--- config.mk ---
export PLATFORM = sky130hd
export DESIGN_NAME = piso_packet_rx
export DESIGN_NICKNAME = d
export VERILOG_FILES = /design/src/rtl/larpix_rx_pkg.sv /design/src/rtl/rx_packet_fifo.sv /design/src/rtl/piso_packet_rx.sv
export SDC_FILE = /design/constraint.sdc
export NUM_CORES = 1
export LEC_CHECK = 0
export CORE_ASPECT_RATIO = 1.2
export CORE_MARGIN = 1
export CORE_UTILIZATION = 60
export CTS_CLUSTER_DIAMETER = 200
export DETAILED_ROUTE_END_ITERATION = 10
export PLACE_DENSITY = 0.92
export SLEW_MARGIN = 25
export SYNTH_ARGS = -nofsm -noshare
export SYNTH_HDL_FRONTEND = slang
export SYNTH_SLANG_ARGS = --single-unit
--- constraint.sdc ---
create_clock -name clk -period 7.09 [get_ports clk]
set_clock_uncertainty 0.05 [all_clocks]
set_input_delay 1.418 -clock clk [delete_from_list [all_inputs] [get_ports clk]]
set_output_delay 1.418 -clock clk [all_outputs]
set_load 0.005 [all_outputs]
--- src/rtl/larpix_rx_pkg.sv ---
// Shared types for the PISO UART packet receiver.
package larpix_rx_pkg;

  localparam int unsigned WIDTH_DEFAULT = 64;

  typedef enum logic [1:0] {
    ST_IDLE,
    ST_START,
    ST_DATA,
    ST_STOP
  } rx_state_t;

  typedef logic [WIDTH_DEFAULT-1:0] packet_t;

endpackage

--- src/rtl/rx_packet_fifo.sv ---
// Synchronous packet FIFO; pointers carry one extra wrap bit to separate full from empty.
module rx_packet_fifo #(
  parameter int unsigned WIDTH = 64,
  parameter int unsigned DEPTH = 4
) (
  input  logic             clk,
  input  logic             reset,
  input  logic             wr_en,
  input  logic [WIDTH-1:0] wr_data,
  input  logic             rd_en,
  output logic [WIDTH-1:0] rd_data,
  output logic             full,
  output logic             empty
);

  localparam int unsigned AW = $clog2(DEPTH);

  logic [AW:0]      wr_ptr_q, wr_ptr_d;
  logic [AW:0]      rd_ptr_q, rd_ptr_d;
  logic [WIDTH-1:0] mem_q [DEPTH];
  logic             do_wr;
  logic             do_rd;

  always_comb begin
    empty    = (wr_ptr_q == rd_ptr_q);
    full     = (wr_ptr_q[AW] != rd_ptr_q[AW]) && (wr_ptr_q[AW-1:0] == rd_ptr_q[AW-1:0]);
    do_rd    = rd_en && !empty;
    // a pop in the same cycle frees the slot, so a full FIFO may still accept
    do_wr    = wr_en && (!full || do_rd);
    wr_ptr_d = do_wr ? wr_ptr_q + 1'b1 : wr_ptr_q;
    rd_ptr_d = do_rd ? rd_ptr_q + 1'b1 : rd_ptr_q;
    rd_data  = empty ? '0 : mem_q[rd_ptr_q[AW-1:0]];
  end

  always_ff @(posedge clk or posedge reset) begin
    if (reset) begin
      wr_ptr_q <= '0;
      rd_ptr_q <= '0;
    end else begin
      wr_ptr_q <= wr_ptr_d;
      rd_ptr_q <= rd_ptr_d;
    end
  end

  always_ff @(posedge clk) begin
    if (do_wr) mem_q[wr_ptr_q[AW-1:0]] <= wr_data;
  end

endmodule

--- src/rtl/piso_packet_rx.sv ---
// UART-style serial packet receiver feeding a packet FIFO.
// Optional odd-parity drop enabled by defining PIXEL_RX_PARITY_CHECK_EN.
module piso_packet_rx
  import larpix_rx_pkg::*;
#(
  parameter int unsigned WIDTH       = WIDTH_DEFAULT,
  parameter int unsigned CLK_PER_BIT = 4,
  parameter int unsigned FIFO_DEPTH  = 4
) (
  input  logic             clk,
  input  logic             reset,
  input  logic             piso,
  output logic [WIDTH-1:0] rx_data,
  output logic             rx_valid,
  input  logic             rx_ready,
  output logic             frame_err,
  output logic             parity_err,
  output logic             overflow,
  output logic [7:0]       drop_count
);

  localparam int unsigned CYC_W = $clog2(CLK_PER_BIT);
  localparam int unsigned BIT_W = $clog2(WIDTH);
  localparam int unsigned HALF  = CLK_PER_BIT / 2;

  logic             sync1_q, sync2_q;
  rx_state_t        state_q, state_d;
  logic [CYC_W-1:0] cyc_q, cyc_d;
  logic [BIT_W-1:0] bit_q, bit_d;
  logic [WIDTH-1:0] shift_q, shift_d;
  logic [WIDTH-1:0] pkt_q, pkt_d;
  logic             push_q, push_d;
  logic             frame_err_q, frame_err_d;
  logic             overflow_q, overflow_d;
  logic [7:0]       drop_q, drop_d;
  logic             parity_drop;
  logic             parity_bad;
  logic [1:0]       drop_inc;
  logic [8:0]       drop_sum;
  logic             rx_bit;
  logic             fifo_full;
  logic             fifo_empty;
  logic             pop;

  assign rx_bit = sync2_q;

`ifdef PIXEL_RX_PARITY_CHECK_EN
  logic parity_err_q;
  assign parity_bad = ~^shift_q;
  assign parity_err = parity_err_q;
`else
  assign parity_bad = 1'b0;
  assign parity_err = 1'b0;
`endif

  always_comb begin
    state_d     = state_q;
    cyc_d       = cyc_q;
    bit_d       = bit_q;
    shift_d     = shift_q;
    pkt_d       = pkt_q;
    push_d      = 1'b0;
    frame_err_d = 1'b0;
    parity_drop = 1'b0;
    unique case (state_q)
      ST_IDLE: begin
        cyc_d = '0;
        bit_d = '0;
        if (!rx_bit) state_d = ST_START;
      end
      ST_START: begin
        if (cyc_q == CYC_W'(HALF - 1)) begin
          cyc_d   = '0;
          state_d = rx_bit ? ST_IDLE : ST_DATA;
        end else begin
          cyc_d = cyc_q + 1'b1;
        end
      end
      ST_DATA: begin
        if (cyc_q == CYC_W'(CLK_PER_BIT - 1)) begin
          cyc_d   = '0;
          shift_d = {rx_bit, shift_q[WIDTH-1:1]};
          if (bit_q == BIT_W'(WIDTH - 1)) state_d = ST_STOP;
          else                            bit_d   = bit_q + 1'b1;
        end else begin
          cyc_d = cyc_q + 1'b1;
        end
      end
      ST_STOP: begin
        if (cyc_q == CYC_W'(CLK_PER_BIT - 1)) begin
          cyc_d   = '0;
          state_d = ST_IDLE;
          if (!rx_bit)         frame_err_d = 1'b1;
          else if (parity_bad) parity_drop = 1'b1;
          else begin
            push_d = 1'b1;
            pkt_d  = shift_q;
          end
        end else begin
          cyc_d = cyc_q + 1'b1;
        end
      end
      default: state_d = ST_IDLE;
    endcase
  end

  assign rx_valid = !fifo_empty;
  assign pop      = rx_valid && rx_ready;

  always_comb begin
    overflow_d = push_q && fifo_full && !pop;
    drop_inc   = {1'b0, overflow_d} + {1'b0, parity_drop};
    drop_sum   = {1'b0, drop_q} + {7'd0, drop_inc};
    drop_d     = drop_sum[8] ? 8'hFF : drop_sum[7:0];
  end

  always_ff @(posedge clk or posedge reset) begin
    if (reset) begin
      sync1_q     <= 1'b1;
      sync2_q     <= 1'b1;
      state_q     <= ST_IDLE;
      cyc_q       <= '0;
      bit_q       <= '0;
      shift_q     <= '0;
      pkt_q       <= '0;
      push_q      <= 1'b0;
      frame_err_q <= 1'b0;
      overflow_q  <= 1'b0;
      drop_q      <= '0;
    end else begin
      sync1_q     <= piso;
      sync2_q     <= sync1_q;
      state_q     <= state_d;
      cyc_q       <= cyc_d;
      bit_q       <= bit_d;
      shift_q     <= shift_d;
      pkt_q       <= pkt_d;
      push_q      <= push_d;
      frame_err_q <= frame_err_d;
      overflow_q  <= overflow_d;
      drop_q      <= drop_d;
    end
  end

`ifdef PIXEL_RX_PARITY_CHECK_EN
  always_ff @(posedge clk or posedge reset) begin
    if (reset) parity_err_q <= 1'b0;
    else       parity_err_q <= parity_drop;
  end
`endif

  assign frame_err  = frame_err_q;
  assign overflow   = overflow_q;
  assign drop_count = drop_q;

  rx_packet_fifo #(
    .WIDTH (WIDTH),
    .DEPTH (FIFO_DEPTH)
  ) u_fifo (
    .clk     (clk),
    .reset   (reset),
    .wr_en   (push_q),
    .wr_data (pkt_q),
    .rd_en   (rx_ready),
    .rd_data (rx_data),
    .full    (fifo_full),
    .empty   (fifo_empty)
  );

endmodule

After elaboration in Yosys (flattened, before gate mapping)
Memory sizes are Yosys's and may differ from the RTL's.
Cells that the tools add are included.
{"block": "word_totals", "wordCells": 73, "memories": 1, "ramBits": 256, "latch_bits": 0, "output_inout_bits": 76, "mem_bits_ro": 0, "ff_bits": 157, "in_bits": 4}
{"block": "classes", "n_div": 0, "n_eq_ne": 15, "shifts": 0, "muxes": 23, "n_mul": 0, "add_sub_neg": 5, "order_cmp": 0, "n_reduce_logical": 16, "bitwise": 0}
{"name": "u_fifo.mem_q", "words": 4, "width": 64, "read_ports": 1, "rd_clocked_by_memory_dff": 0, "wr": 1, "line": "rx_packet_fifo.sv:20", "rtl": "logic [WIDTH-1:0] mem_q [DEPTH];"}
{"cell": "64-bit two-way mux", "n": 1}
{"cell": "2-bit two-way mux", "n": 8}
{"cell": "6-bit two-way mux", "n": 2}
{"cell": "2-bit inequality test (second input constant)", "n": 6}
{"cell": "6-bit one-hot mux with 2 select lines", "n": 1}
{"cell": "8-bit by 1-bit adder with 9-bit output", "n": 1}
{"cell": "1-bit two-way mux", "n": 8}
{"cell": "8-bit two-way mux", "n": 1}
{"cell": "2-bit one-hot mux with 4 select lines", "n": 1}
{"cell": "3-bit by 1-bit adder with 3-bit output (second input constant)", "n": 2}
{"cell": "6-bit by 1-bit adder with 6-bit output (second input constant)", "n": 1}
{"cell": "2-bit == test (second input constant)", "n": 3}
{"cell": "6-bit == test (second input constant)", "n": 1}
{"cell": "2-bit one-hot mux with 3 select lines", "n": 1}
{"cell": "3-bit AND reduction", "n": 2}
{"cell": "1-bit logical AND", "n": 5}
{"cell": "5-bit AND reduction", "n": 1}
{"cell": "2-bit by 1-bit == test with 1-bit output (second input constant)", "n": 2}
{"cell": "3-bit == test", "n": 1}
{"cell": "1-bit zero test", "n": 3}
{"cell": "2-bit by 1-bit adder with 2-bit output (second input constant)", "n": 1}
{"cell": "2-bit == test", "n": 1}
{"cell": "2-bit zero test", "n": 1}
{"cell": "2-bit AND reduction", "n": 1}
{"cell": "other kinds (4)", "n": 4}

Longest topological paths before layout
Gate-level depths: netlist of the first run.
{"block": "depth", "ltp_word": 7, "mapped_depth": 9}

Modules after synthesis
A second synthesis of the first run with hierarchy kept.
{"block": "unflattened", "cells_unflattened": 825, "area_unflattened_um2": 16188.0}
{"module": "rx_packet_fifo", "instances": 1, "area_per_inst_um2": 10098.4, "cells_each": 441}
{"module": "piso_packet_rx", "instances": 1, "area_per_inst_um2": 6089.6, "cells_each": 384}

Least setup slack after synthesis of the first run
OpenSTA, ideal clock, no wires.
{"block": "synth_timing", "kind": "input -> register", "startpoint": "in rx_ready", "endpoint": "mem u_fifo.mem_q[0][0] (enable)", "t_required_ns": 6.611, "arrival_time_ns": 3.103, "path_slack_ns": 3.508, "stages": 2, "path_buffers": 0, "path_cell_list": "or4_4 > and3_1"}
{"block": "synth_between", "elab_chain_len": 5}
{"element": "start, declared", "line": "piso_packet_rx.sv:15", "rtl": "input logic rx_ready,"}
{"element": "1-bit logical AND", "line": "rx_packet_fifo.sv:27", "rtl": "do_rd = rd_en && !empty;"}
{"element": "1-bit logical OR", "line": "rx_packet_fifo.sv:29", "rtl": "do_wr = wr_en && (!full || do_rd);"}
{"element": "1-bit logical AND", "line": "rx_packet_fifo.sv:29"}
{"element": "1-bit two-way mux", "line": "rx_packet_fifo.sv:46", "rtl": "if (do_wr) mem_q[wr_ptr_q[AW-1:0]] <= wr_data;"}
{"element": "1-bit two-way mux (implied by the code)", "line": "rx_packet_fifo.sv:46"}
{"element": "end, declared", "line": "rx_packet_fifo.sv:20"}
Every way passes these cells.

Worst setup path in the final report of the first run
{"block": "layout_timing", "startpoint": "reg u_fifo.rd_ptr_q[0]", "endpoint": "out rx_data[39]"}
{"block": "layout_between", "elab_chain_len": 2, "word_cells_on_any_way": 3, "classes_between": "1 x eq/ne; 1 x mux; 1 x memory"}
{"element": "start, declared", "line": "rx_packet_fifo.sv:19", "rtl": "logic [AW:0] rd_ptr_q, rd_ptr_d;"}
{"element": "start signal, assigned", "line": "rx_packet_fifo.sv:41", "rtl": "rd_ptr_q <= rd_ptr_d;"}
{"element": "memory 4 x 64 bit / 3-bit == test (equally long branches)"}
{"element": "64-bit two-way mux *", "line": "rx_packet_fifo.sv:32", "rtl": "rd_data = empty ? '0 : mem_q[rd_ptr_q[AW-1:0]];"}
{"element": "end, declared", "line": "piso_packet_rx.sv:13", "rtl": "output logic [WIDTH-1:0] rx_data,"}
Every way passes the cells marked *; elsewhere a longest branch is shown, timed or not.

==> results_tabular.tex, run 1 <==
\begin{tabular}{lr}
\hline
Metric & Value \\
\hline
\multicolumn{2}{l}{\textbf{Outcome}} \\
Result of the run & finished clean \\
\multicolumn{2}{l}{\textbf{Synthesis}} \\
Post-synthesis cell count & 824 \\
Synthesized area & 15910 µm² \\
Yosys reg bits & 413 \\
Complex-gate fraction of the synthesized area & 0.01337 \\
Area share of and/or/nand/nor cells after synthesis & 0.04198 \\
Combinational family with the most area after synthesis & multiplexers \\
YS warnings & 0 \\
Portion of netlist area occupied by mux cells & 0.1859 \\
Number of library cell types mapped by synthesis & 45 \\
Post-Syn Area per Cell & 19.31 µm² \\
Synth Net Count & around 840 \\
Arithmetic-cell share of the synthesized area counting full adders, half adders and majority gates & 0.008648 \\
Post-synthesis xor/xnor area fraction & 0.004403 \\
Share of synthesized area occupied by flip-flops and latches & 0.7301 \\
\multicolumn{2}{l}{\textbf{Worst setup path}} \\
Category of cells accounting for the largest share of critical-path delay & buffers and inverters \\
Crit. End Element & output pin \\
Crit Path Max Fanout & 38 \\
Slowest cell on the critical path & dfrtp\_4 \\
Category of the most critical setup path & flop to output pin \\
Arrival time of data at the critical path endpoint & $\sim$3.4 ns \\
Crit path cell chain & buf\_4 > mux4\_2 > nor2b\_1 > clkdlybuf4s50\_1 \\
Required time of the worst setup path & 5.62 ns \\
CP Launch Type & flop \\
Buffers and inverters on the worst path & 2 \\
Worst path max stage delay & 0.93 ns \\
\multicolumn{2}{l}{\textbf{Placed design}} \\
Place WS & about 2.7 ns \\
Global placer's final weighted congestion & around 0.73 \\
Count of input and output buffers & 78 \\
Placed wire-length estimate after detailed placement & approximately 16000 µm \\
\multicolumn{2}{l}{\textbf{Global routing}} \\
Global-route wire length before repair & between 40000 and 50000 µm \\
Sum of overflow across all layers after global routing & 0 \\
Initial antenna violation count & 0 \\
Largest net degree at the start of global routing & 112 \\
All-Layer GR Usage & 0.2286 \\
Number of global-route vias before repair & 8338 \\
\multicolumn{2}{l}{\textbf{Clock tree}} \\
H-tree levels & 2 \\
Clock root cell & clkbuf\_16 \\
Resized cells post-CTS & 0 \\
Number of clock sinks seen by CTS & roughly 410 \\
TritonCTS clock tree & built \\
Setup Fix Bufs, Post-CTS & 0 \\
Hold Buf Count CTS & 0 \\
Clock input transition at the sequential cells of the worst setup and hold paths & 0.06 ns \\
Clock tree buffer depth & 3 \\
Later-pin clock latency in the skew report & around 0.51 ns \\
Number of buffers created by CTS & 38 \\
\multicolumn{2}{l}{\textbf{STA}} \\
Highest attainable clock frequency & between 0.2 and 0.25 GHz \\
Max-slew violation total from the final report & 0 \\
Min Clock Period, post-route & 4.861 ns \\
Final setup margin & 2.229 ns \\
Number of failing hold endpoints at the final stage & 0 \\
Final count of negative-setup-slack endpoints & 0 \\
Actual transition at the worst max-transition pin & 0.9944 ns \\
Post-route fraction of the period consumed by the critical path & 0.6856 \\
Setup repair after global routing missed its margin & no \\
Summed negative setup slack over all endpoints & 0 ns \\
Worst-case headroom to the max-slew limit & 0.3371 \\
\multicolumn{2}{l}{\textbf{Layout}} \\
Number of nets in the finished design & around 930 \\
Layout cells sized above 1 & 0.2937 \\
Storage cell area & 11620 µm² \\
Footprint of the multi-input gates & 4063 µm² \\
Antenna cell count & 0 \\
Layout Area Growth over Synthesis & 14.91\% \\
Filler cell count in the final layout & 1439 \\
\multicolumn{2}{l}{\textbf{Floorplan}} \\
Die outline area & 27180 µm² \\
Number of ports placed on the die boundary & 80 \\
Die width & 150.7 µm \\
Floorplan core area & 25780 µm² \\
Die height & 180.4 µm \\
Site Rows & 64 \\
Initial core utilization & 0.6172 \\
\multicolumn{2}{l}{\textbf{Drt}} \\
Via count & just under 8000 \\
Antenna Nets Post-Route & 0 \\
Routed vias/inst & 6.064 \\
Number of design rule violations left after detail routing & 0 \\
Routed wire length & 29580 µm \\
WL per Instance & $\sim$23 µm \\
DRC marker count from the first detailed-route iteration & 612 \\
Number of search-and-repair iterations in the first detailed-routing pass & 4 \\
\multicolumn{2}{l}{\textbf{Power}} \\
VDD IR max & between 200 and 250 µV \\
Static Leakage & 6.903 nW \\
Power density of the placed cells & 370.4 nW/µm² \\
\multicolumn{2}{l}{\textbf{Run}} \\
\# Max-Cap Violations & 0 \\
\multicolumn{2}{l}{\textbf{Worst hold path}} \\
Worst hold path class & flop to flop \\
\hline
\end{tabular}
==> path summary, 6_finish.rpt <==
| check | startpoint | end | slack [ns] | cells after the start |
|---|---|---|---|---|
| max | u_fifo.rd_ptr_q[0] | rx_data[39] | 2.23 | 4 |
| max in group asynchronous | reset | u_fifo.rd_ptr_q[0] | 4.41 | 3 |
| min reg2reg | sync1_q | rx_bit | 0.31 | 0 |
| max reg2reg | u_fifo.rd_ptr_q[0] | u_fifo.mem_q[3][32] | 3.60 | 4 |
| min | sync1_q | rx_bit | 0.31 | 0 |
| min in group asynchronous | reset | pkt_q[27] | 1.37 | 2 |
==> cells in the final DEF (no fill, tap or decap), types with 3 or more instances in the layout <==
| cell type | count |
|---|---|
| edfxtp_1 | 256 |
| nand2_1 | 8 |
| clkbuf_8 | 6 |
| mux2_2 | 132 |
| clkdlybuf4s50_1 | 78 |
| o22ai_1 | 3 |
| a21oi_1 | 4 |
| buf_4 | 11 |
| nor2b_1 | 67 |
| clkinv_2 | 7 |
| nor2_1 | 5 |
| dfrtp_1 | 153 |
| nand3_1 | 7 |
| a31oi_1 | 4 |
| and3_2 | 4 |
| bufinv_16 | 4 |
| mux2i_1 | 3 |
| clkbuf_1 | 10 |
| ha_1 | 11 |
| mux4_2 | 64 |
| inv_1 | 11 |
| nand2b_1 | 6 |
| xnor2_1 | 4 |
| nand4_1 | 4 |
| xor2_1 | 4 |
| clkbuf_16 | 39 |
==> cell type report <==
cell class	count	area share
clock inverters	14	0.009579
repair buffers	89	0.04721
multi-input cells	360	0.2222
inverters	12	0.002874
well taps	330	0.02258
clock buffers	55	0.05994
flip-flops and latches	413	0.6356
==> per-layer routing <==
layer,vias to the layer above,routed length (µm),global-route usage,part of all wire
met5,-,0,0,0
met1,4053,11670,0.2950,0.39
met3,69,1316,0.03595,0.044
met2,257,15670,0.3900,0.53
met4,0,916,0.09000,0.031
li1,3341,-,-,-
==> where the power goes <==
part	internal (mW)	switching, mW	total, mW
registers	2.64	0.161	2.80
logic	1.15	0.770	1.92
clock network	1.22	0.834	2.06
total	5.01	1.77	6.77
==> registers in the layout, indices dropped and copies added, names as in the netlist, named ones only <==
name,count
rx_bit,1
drop_count,8
overflow,1
u_fifo.rd_ptr_q,3
state_q,1
u_fifo.mem_q,256
u_fifo.wr_ptr_q,3
bit_q,6
shift_q,64
cyc_q,2
pkt_q,64
push_q,1
sync1_q,1
frame_err,1
==> per-stage QoR <==
step | util | hold slack [ns] | power (mW) | instances | instance area (µm²)
2_1_floorplan | - | 0.2952 | 3.816 | 824 | 15910
3_3_place_gp | 0.6598 | 0.3065 | 4.700 | 1204 | 17010
4_1_cts | 0.7091 | 0.3151 | 6.829 | 1273 | 18280
5_1_grt | 0.7092 | 0.3229 | 7.053 | 1273 | 18290
3_5_place_dp | 0.6598 | 0.3064 | 4.739 | 1204 | 17010
6_report | 0.7092 | 0.3134 | 6.773 | 1273 | 18290
==> logic make-up after synthesis <==
| kind of cell | Yosys count |
|---|---|
| simple gates | 112 |
| buf+inv | 51 |
| compound gates | 29 |
| fa+ha+maj | 11 |
| mux | 199 |
| xor+xnor | 8 |
| other cells | 1 |
| flops | 413 |
==> synthesized netlist by cell type (all sizes together) <==
cell type,instances,share of area
a211oi,1,0.00047
a21boi,1,0.00047
a21oi,4,0.0013
a311o,1,0.00063
a311oi,1,0.00055
a31oi,4,0.0016
and3,6,0.0024
and3b,2,0.0011
and4,1,0.00055
buf,27,0.0097
clkbuf,12,0.0028
conb,1,0.00024
dfrtp,155,0.24
dfstp,2,0.0033
edfxtp,256,0.48
ha,11,0.0086
inv,12,0.0028
mux2,132,0.093
mux2i,3,0.0019
mux4,64,0.091
nand2,9,0.0021
nand2b,6,0.0024
nand3,7,0.0022
nand3b,1,0.00047
nand4,4,0.0016
nor2,5,0.0012
nor2b,67,0.026
nor3,2,0.00063
nor4,1,0.00039
o2111a,1,0.00071
o211a,1,0.00063
o211ai,1,0.00047
o21a,2,0.00094
o21ai,2,0.00063
o22a,1,0.00055
o22ai,3,0.0012
o311ai,1,0.00055
o31ai,2,0.00094
o32ai,1,0.00055
o41a,1,0.00071
o41ai,1,0.00055
or4,1,0.00071
xnor2,4,0.0022
xor2,4,0.0022
No activity file was read; power rests on OpenSTA's default activity.
==> run 2: changes to the inputs <==
Settings changed: CORE_UTILIZATION 60 to 54, PLACE_DENSITY 0.92 to 0.88.
Clock period 7.09 ns to 4.11 ns, I/O delays scaled along.
==> results_tabular.tex, run 2 (synthesis results as in run 1) <==
\begin{tabular}{lr}
\hline
Metric & Value \\
\hline
\multicolumn{2}{l}{\textbf{Outcome}} \\
Result of the run & finished clean \\
\multicolumn{2}{l}{\textbf{Drt}} \\
WL per Instance & 21.50 µm (-7.5\%) \\
DRC marker count from the first detailed-route iteration & 427 (-30\%) \\
Number of design rule violations left after detail routing & 0 (unchanged) \\
Antenna Nets Post-Route & 0 (unchanged) \\
Number of search-and-repair iterations in the first detailed-routing pass & 5 (+1) \\
Via count & 7627 (-1.2\%) \\
Routed wire length & 28510 µm (-3.6\%) \\
Routed vias/inst & 5.752 (-5.2\%) \\
\multicolumn{2}{l}{\textbf{Power}} \\
Static Leakage & 6.941 nW (+0.55\%) \\
Total power of the final layout & 11.83 mW (+75\%) \\
VDD IR max & 361.0 µV (+50\%) \\
Share of power burned in registers & 0.408 (-0.005) \\
Fraction of power spent switching nets & 0.2603 (-0.0003086) \\
Int Pwr & 8.753 mW (+75\%) \\
Clock share of power & 0.310 (+0.006) \\
Power density of the placed cells & 640.2 nW/µm² (+73\%) \\
Total net switching power & 3.080 mW (+75\%) \\
Relative contribution of combinational cells to total power & 0.282 (about the same) \\
\multicolumn{2}{l}{\textbf{Layout}} \\
Number of flip-flops in the largest register & 256 (unchanged) \\
Number of nets in the finished design & 927 (-0.22\%) \\
Antenna cell count & 0 (unchanged) \\
Final standard cell count with taps included and fillers excluded & 1326 (+4.2\%) \\
Layout cells sized above 1 & 0.2944 (+0.0006243) \\
Most common cell after layout, fill and taps aside & edfxtp\_1 \\
Filler cell count in the final layout & 1835 (+28\%) \\
Utilization after layout & 0.6409 (-0.06829) \\
Final std cell area, no fill & 18490 µm² (+1.1\%) \\
Layout Area Growth over Synthesis & 16.16\% \\
Commonest cells after routing, fill and taps aside & 256 x edfxtp\_1, 153 x dfrtp\_1, 132 x mux2\_2, 78 x clkdlybuf4s50\_1, 67 x nor2b\_1 \\
\multicolumn{2}{l}{\textbf{Worst setup path}} \\
Arrival time of data at the critical path endpoint & 3.05 ns (-0.34 ns) \\
Crit. End Element & output pin \\
Required time of the worst setup path & 3.24 ns (-2.38 ns) \\
Category of the most critical setup path & flop to output pin \\
Flop-to-flop setup slack & 1.10 ns (-2.50 ns) \\
CP Launch Type & flop \\
Crit Path Max Fanout & 65 (+71\%) \\
\multicolumn{2}{l}{\textbf{Placed design}} \\
Placed instance count & 1255 (+4.2\%) \\
Global placer's final weighted congestion & 0.7185 (-1.5\%) \\
Count of input and output buffers & 78 (unchanged) \\
Placed wire-length estimate after detailed placement & 15150 µm (-4.4\%) \\
Place WS & 0.7484 ns (-1.963 ns) \\
Area of placed instances & 17120 µm² (+0.65\%) \\
\multicolumn{2}{l}{\textbf{Clock tree}} \\
Clock input transition at the sequential cells of the worst setup and hold paths & 0.07 ns (about the same) \\
Number of clock sinks seen by CTS & 413 (unchanged) \\
Number of buffers created by CTS & 38 (unchanged) \\
Resized cells post-CTS & 0 (unchanged) \\
Hold Buf Count CTS & 0 (unchanged) \\
Clock tree buffer depth & 3 (unchanged) \\
H-tree levels & 2 (unchanged) \\
TritonCTS clock tree & built \\
Setup Fix Bufs, Post-CTS & 0 (unchanged) \\
Later-pin clock latency in the skew report & 0.52 ns (about the same) \\
Clock root cell & clkbuf\_16 \\
\multicolumn{2}{l}{\textbf{Global routing}} \\
Number of global-route vias before repair & 8144 (-2.3\%) \\
Global-route wire length before repair & 45370 µm (-2.3\%) \\
Sum of overflow across all layers after global routing & 0 (unchanged) \\
Largest net degree at the start of global routing & 75 (-33\%) \\
All-Layer GR Usage & 0.1953 (-0.03337) \\
Initial antenna violation count & 0 (unchanged) \\
\multicolumn{2}{l}{\textbf{STA}} \\
Final count of negative-setup-slack endpoints & 0 (unchanged) \\
Summed negative setup slack over all endpoints & 0 ns (unchanged) \\
Actual transition at the worst max-transition pin & 1.045 ns (+0.05037 ns) \\
Hold slack final & 0.3060 ns (-0.007331 ns) \\
Min Clock Period, post-route & between 3 and 4 ns \\
Post-route fraction of the period consumed by the critical path & 0.9549 \\
Worst-case headroom to the max-slew limit & 0.3035 (-0.03358) \\
Final setup margin & 0.1852 ns (-2.044 ns) \\
Number of failing hold endpoints at the final stage & 0 (unchanged) \\
Setup repair after global routing missed its margin & no \\
Max-slew violation total from the final report & 0 (unchanged) \\
Highest attainable clock frequency & 0.2548 GHz \\
\multicolumn{2}{l}{\textbf{Floorplan}} \\
Site Rows & 68 (+6.3\%) \\
Initial core utilization & 0.5518 (-0.06543) \\
Die outline area & 30160 µm² (+11\%) \\
Die height & 190.1 µm (+5.3\%) \\
Number of ports placed on the die boundary & 80 (unchanged) \\
Floorplan core area & 28840 µm² (+12\%) \\
Die width & 158.7 µm (+5.3\%) \\
\multicolumn{2}{l}{\textbf{Worst hold path}} \\
Worst hold path class & flop to flop \\
\multicolumn{2}{l}{\textbf{Run}} \\
\# Max-Cap Violations & 0 (unchanged) \\
\hline
\end{tabular}
## run 2: changes by cell type in the layout (fill, tap and decap cells not counted), moves of 2 or more
cell	delta
buf_4	-8
buf_12	+6
clkbuf_1	-6
clkinv_1	+4
clkbuf_16	+2
and3_2	-4
and3_4	+4
## run 2: path summary, 6_finish.rpt
path	start	end	cells after the start
min in group asynchronous	reset	pkt_q[49]	2
hold / removal	sync1_q	rx_bit	0
setup reg to reg	u_fifo.rd_ptr_q[0]	drop_count[4]	8
hold reg to reg	sync1_q	rx_bit	0
setup / recovery	u_fifo.rd_ptr_q[0]	rx_data[43]	5
max in group asynchronous	reset	sync1_q	3
## run 2: area by class of cell
class | count | area [µm²] | area share
clock buffers | 52 | 1137 | 0.06153
repair buffers | 87 | 923.4 | 0.04995
multi-input cells | 360 | 4083 | 0.2209
flip-flops and latches | 413 | 11630 | 0.6289
well taps | 385 | 481.7 | 0.02606
clock inverters | 17 | 185.2 | 0.01002
inverters | 12 | 48.80 | 0.002640
## run 2: layer usage
metal	GRT usage	up-vias	routed length [µm]
met5	0	-	0
met2	0.3505	183	15240
met3	0.03118	65	1118
met4	0.06423	0	765
met1	0.2424	4025	11390
li1	-	3354	-
## run 2: critical path, cell delays in order (launching register included)
cell and delay [ns]:
dfrtp_4 0.81, xor2_1 0.45, nor3_2 0.12, buf_12 0.24, nor2b_1 0.32, clkdlybuf4s50_1 0.57
## run 2: power groups by stage
stage	combinational [mW]	sequential, mW	clock (mW)
after global placement	3.31	4.90	0
final	3.33	4.83	3.67
after detailed placement	3.35	4.92	0
after floorplan	1.86	4.72	0
after global routing	3.59	4.87	3.85
after CTS	3.40	4.84	3.72
==> run 3: changes to the inputs <==
--- a/constraint.sdc
+++ b/constraint.sdc
@@ -4,2 +4,2 @@
 set_output_delay 0.822 -clock clk [all_outputs]
-set_load 0.005 [all_outputs]
+set_load 0.05 [all_outputs]
==> results_tabular.tex, run 3 (synthesis results as in run 1) <==
\begin{tabular}{lr}
\hline
Metric & Value \\
\hline
\multicolumn{2}{l}{\textbf{Outcome}} \\
Result of the run & finished clean \\
\multicolumn{2}{l}{\textbf{Layout}} \\
Layout Area Growth over Synthesis & 14.88\% \\
Final standard cell count with taps included and fillers excluded & 1330 (+0.30\%) \\
Layout cells sized above 1 & 0.3566 (+0.06225) \\
Most common cell after layout, fill and taps aside & edfxtp\_1 \\
Number of nets in the finished design & 930 (+0.32\%) \\
Number of flip-flops in the largest register & 256 (unchanged) \\
Antenna cell count & 0 (unchanged) \\
Commonest cells after routing, fill and taps aside & 256 x edfxtp\_1, 153 x dfrtp\_1, 132 x mux2\_2, 70 x buf\_4, 67 x nor2b\_1 \\
Utilization after layout & 0.6338 (-0.007071) \\
Final std cell area, no fill & 18280 µm² (-1.1\%) \\
\multicolumn{2}{l}{\textbf{Placed design}} \\
Placed instance count & 1257 (+0.16\%) \\
Place WS & 0.9337 ns (+0.1853 ns) \\
Global placer's final weighted congestion & 0.7396 (+2.9\%) \\
Count of input and output buffers & 78 (unchanged) \\
Placed wire-length estimate after detailed placement & 14830 µm (-2.1\%) \\
Area of placed instances & 16970 µm² (-0.92\%) \\
\multicolumn{2}{l}{\textbf{Floorplan}} \\
Initial core utilization & 0.5518 (unchanged) \\
Site Rows & 68 (unchanged) \\
Number of ports placed on the die boundary & 80 (unchanged) \\
Die outline area & 30160 µm² (unchanged) \\
Floorplan core area & 28840 µm² (unchanged) \\
Die height & 190.1 µm (unchanged) \\
Die width & 158.7 µm (unchanged) \\
\multicolumn{2}{l}{\textbf{STA}} \\
Number of failing hold endpoints at the final stage & 0 (unchanged) \\
Post-route fraction of the period consumed by the critical path & 0.8529 (-0.1020) \\
Final count of negative-setup-slack endpoints & 0 (unchanged) \\
Summed negative setup slack over all endpoints & 0 ns (unchanged) \\
Hold slack final & 0.3058 ns (-0.0002490 ns) \\
Highest attainable clock frequency & 0.2853 GHz (+12\%) \\
Final setup margin & 0.6045 ns (+0.4194 ns) \\
Actual transition at the worst max-transition pin & 1.016 ns (-0.02895 ns) \\
Max-slew violation total from the final report & 0 (unchanged) \\
Worst-case headroom to the max-slew limit & 0.3228 (+0.01930) \\
Setup repair after global routing missed its margin & no \\
Min Clock Period, post-route & 3.505 ns (-0.4194 ns) \\
\multicolumn{2}{l}{\textbf{Clock tree}} \\
Hold Buf Count CTS & 0 (unchanged) \\
TritonCTS clock tree & built \\
Number of clock sinks seen by CTS & 413 (unchanged) \\
Clock tree buffer depth & 3 (unchanged) \\
Number of buffers created by CTS & 38 (unchanged) \\
H-tree levels & 2 (unchanged) \\
Setup Fix Bufs, Post-CTS & 0 (unchanged) \\
Clock input transition at the sequential cells of the worst setup and hold paths & 0.07 ns (about the same) \\
Later-pin clock latency in the skew report & 0.53 ns (about the same) \\
Clock root cell & clkbuf\_16 \\
Resized cells post-CTS & 0 (unchanged) \\
\multicolumn{2}{l}{\textbf{Global routing}} \\
Initial antenna violation count & 0 (unchanged) \\
All-Layer GR Usage & 0.1891 (-0.006136) \\
Sum of overflow across all layers after global routing & 0 (unchanged) \\
Global-route wire length before repair & 44150 µm (-2.7\%) \\
Largest net degree at the start of global routing & 67 (-11\%) \\
Number of global-route vias before repair & 8158 (+0.17\%) \\
\multicolumn{2}{l}{\textbf{Worst setup path}} \\
Arrival time of data at the critical path endpoint & 2.63 ns (-0.42 ns) \\
Worst-case reg-to-reg path depth & 8 (unchanged) \\
Required time of the worst setup path & 3.24 ns (about the same) \\
CP Launch Type & flop \\
Crit. End Element & output pin \\
Category of the most critical setup path & flop to output pin \\
Crit Path Max Fanout & 66 (+1.5\%) \\
\multicolumn{2}{l}{\textbf{Worst hold path}} \\
Instance count along the most critical hold path & 0 (unchanged) \\
Worst hold path class & flop to flop \\
\multicolumn{2}{l}{\textbf{Power}} \\
Total net switching power & 5.233 mW (+70\%) \\
Fraction of power spent switching nets & 0.3849 (+0.1247) \\
Relative contribution of combinational cells to total power & 0.400 (+0.118) \\
Power density of the placed cells & 743.6 nW/µm² (+16\%) \\
Clock share of power & 0.254 (-0.056) \\
Total power of the final layout & 13.59 mW (+15\%) \\
Share of power burned in registers & 0.346 (-0.062) \\
Static Leakage & 6.958 nW (+0.25\%) \\
Int Pwr & 8.361 mW (-4.5\%) \\
VDD IR max & 551.4 µV (+53\%) \\
\multicolumn{2}{l}{\textbf{Drt}} \\
Number of search-and-repair iterations in the first detailed-routing pass & 5 (unchanged) \\
Antenna Nets Post-Route & 0 (unchanged) \\
WL per Instance & 21.06 µm (-2.0\%) \\
Number of design rule violations left after detail routing & 0 (unchanged) \\
Via count & 7606 (-0.28\%) \\
DRC marker count from the first detailed-route iteration & 524 (+23\%) \\
Routed wire length & 28010 µm (-1.7\%) \\
Routed vias/inst & 5.719 (-0.58\%) \\
\multicolumn{2}{l}{\textbf{Run}} \\
\# Max-Cap Violations & 0 (unchanged) \\
\hline
\end{tabular}
[run 3: cell types whose count changed in the layout (fill, tap and decap cells not counted), moves of 3 or more]
cell and delta:
clkbuf_1 +10, buf_12 -3, buf_16 +3, clkbuf_8 -4, clkdlybuf4s50_1 -64, buf_4 +67
[run 3: worst paths after layout]
path,endpoint,startpoint,slack (ns)
max reg2reg,drop_count[4],u_fifo.wr_ptr_q[1],1.44
max,rx_data[43],u_fifo.rd_ptr_q[1],0.60
min reg2reg,rx_bit,sync1_q,0.31
min in group asynchronous,pkt_q[49],reset,0.76
max in group asynchronous,pkt_q[48],reset,2.45
min,rx_bit,sync1_q,0.31
[run 3: power by group through the flow]
| stage | Clock (mW) | Sequential (mW) | Combinational, mW |
|---|---|---|---|
| final | 3.45 | 4.71 | 5.43 |
| after global routing | 3.65 | 4.72 | 5.69 |
| after CTS | 3.50 | 4.71 | 5.51 |
| after detailed placement | 0 | 4.79 | 5.46 |
| after global placement | 0 | 4.77 | 5.43 |
| after floorplan | 0 | 4.74 | 4.00 |
[run 3: metal layers]
metal,wire length [µm],share of wire,GRT usage
met1,11220,0.40,0.2300
met2,14910,0.53,0.3421
met3,1104,0.039,0.02812
met4,781,0.028,0.07170
met5,0,0,0
[run 3: cell type report]
| class | instances | area (µm²) |
|---|---|---|
| clock buffers | 58 | 1120 |
| clock inverters | 12 | 113.9 |
| fillers | 1862 | 10560 |
| inverters | 12 | 48.80 |
| multi-input cells | 360 | 4083 |
| flip-flops and latches | 413 | 11630 |
| well taps | 385 | 481.7 |
| repair buffers | 90 | 808.3 |
[run 3: critical path, stage by stage (launching register included)]
cell     delay (ns)
dfrtp_4        0.41
buf_4          0.78
mux4_2         0.38
nor2b_1        0.27
buf_4          0.26
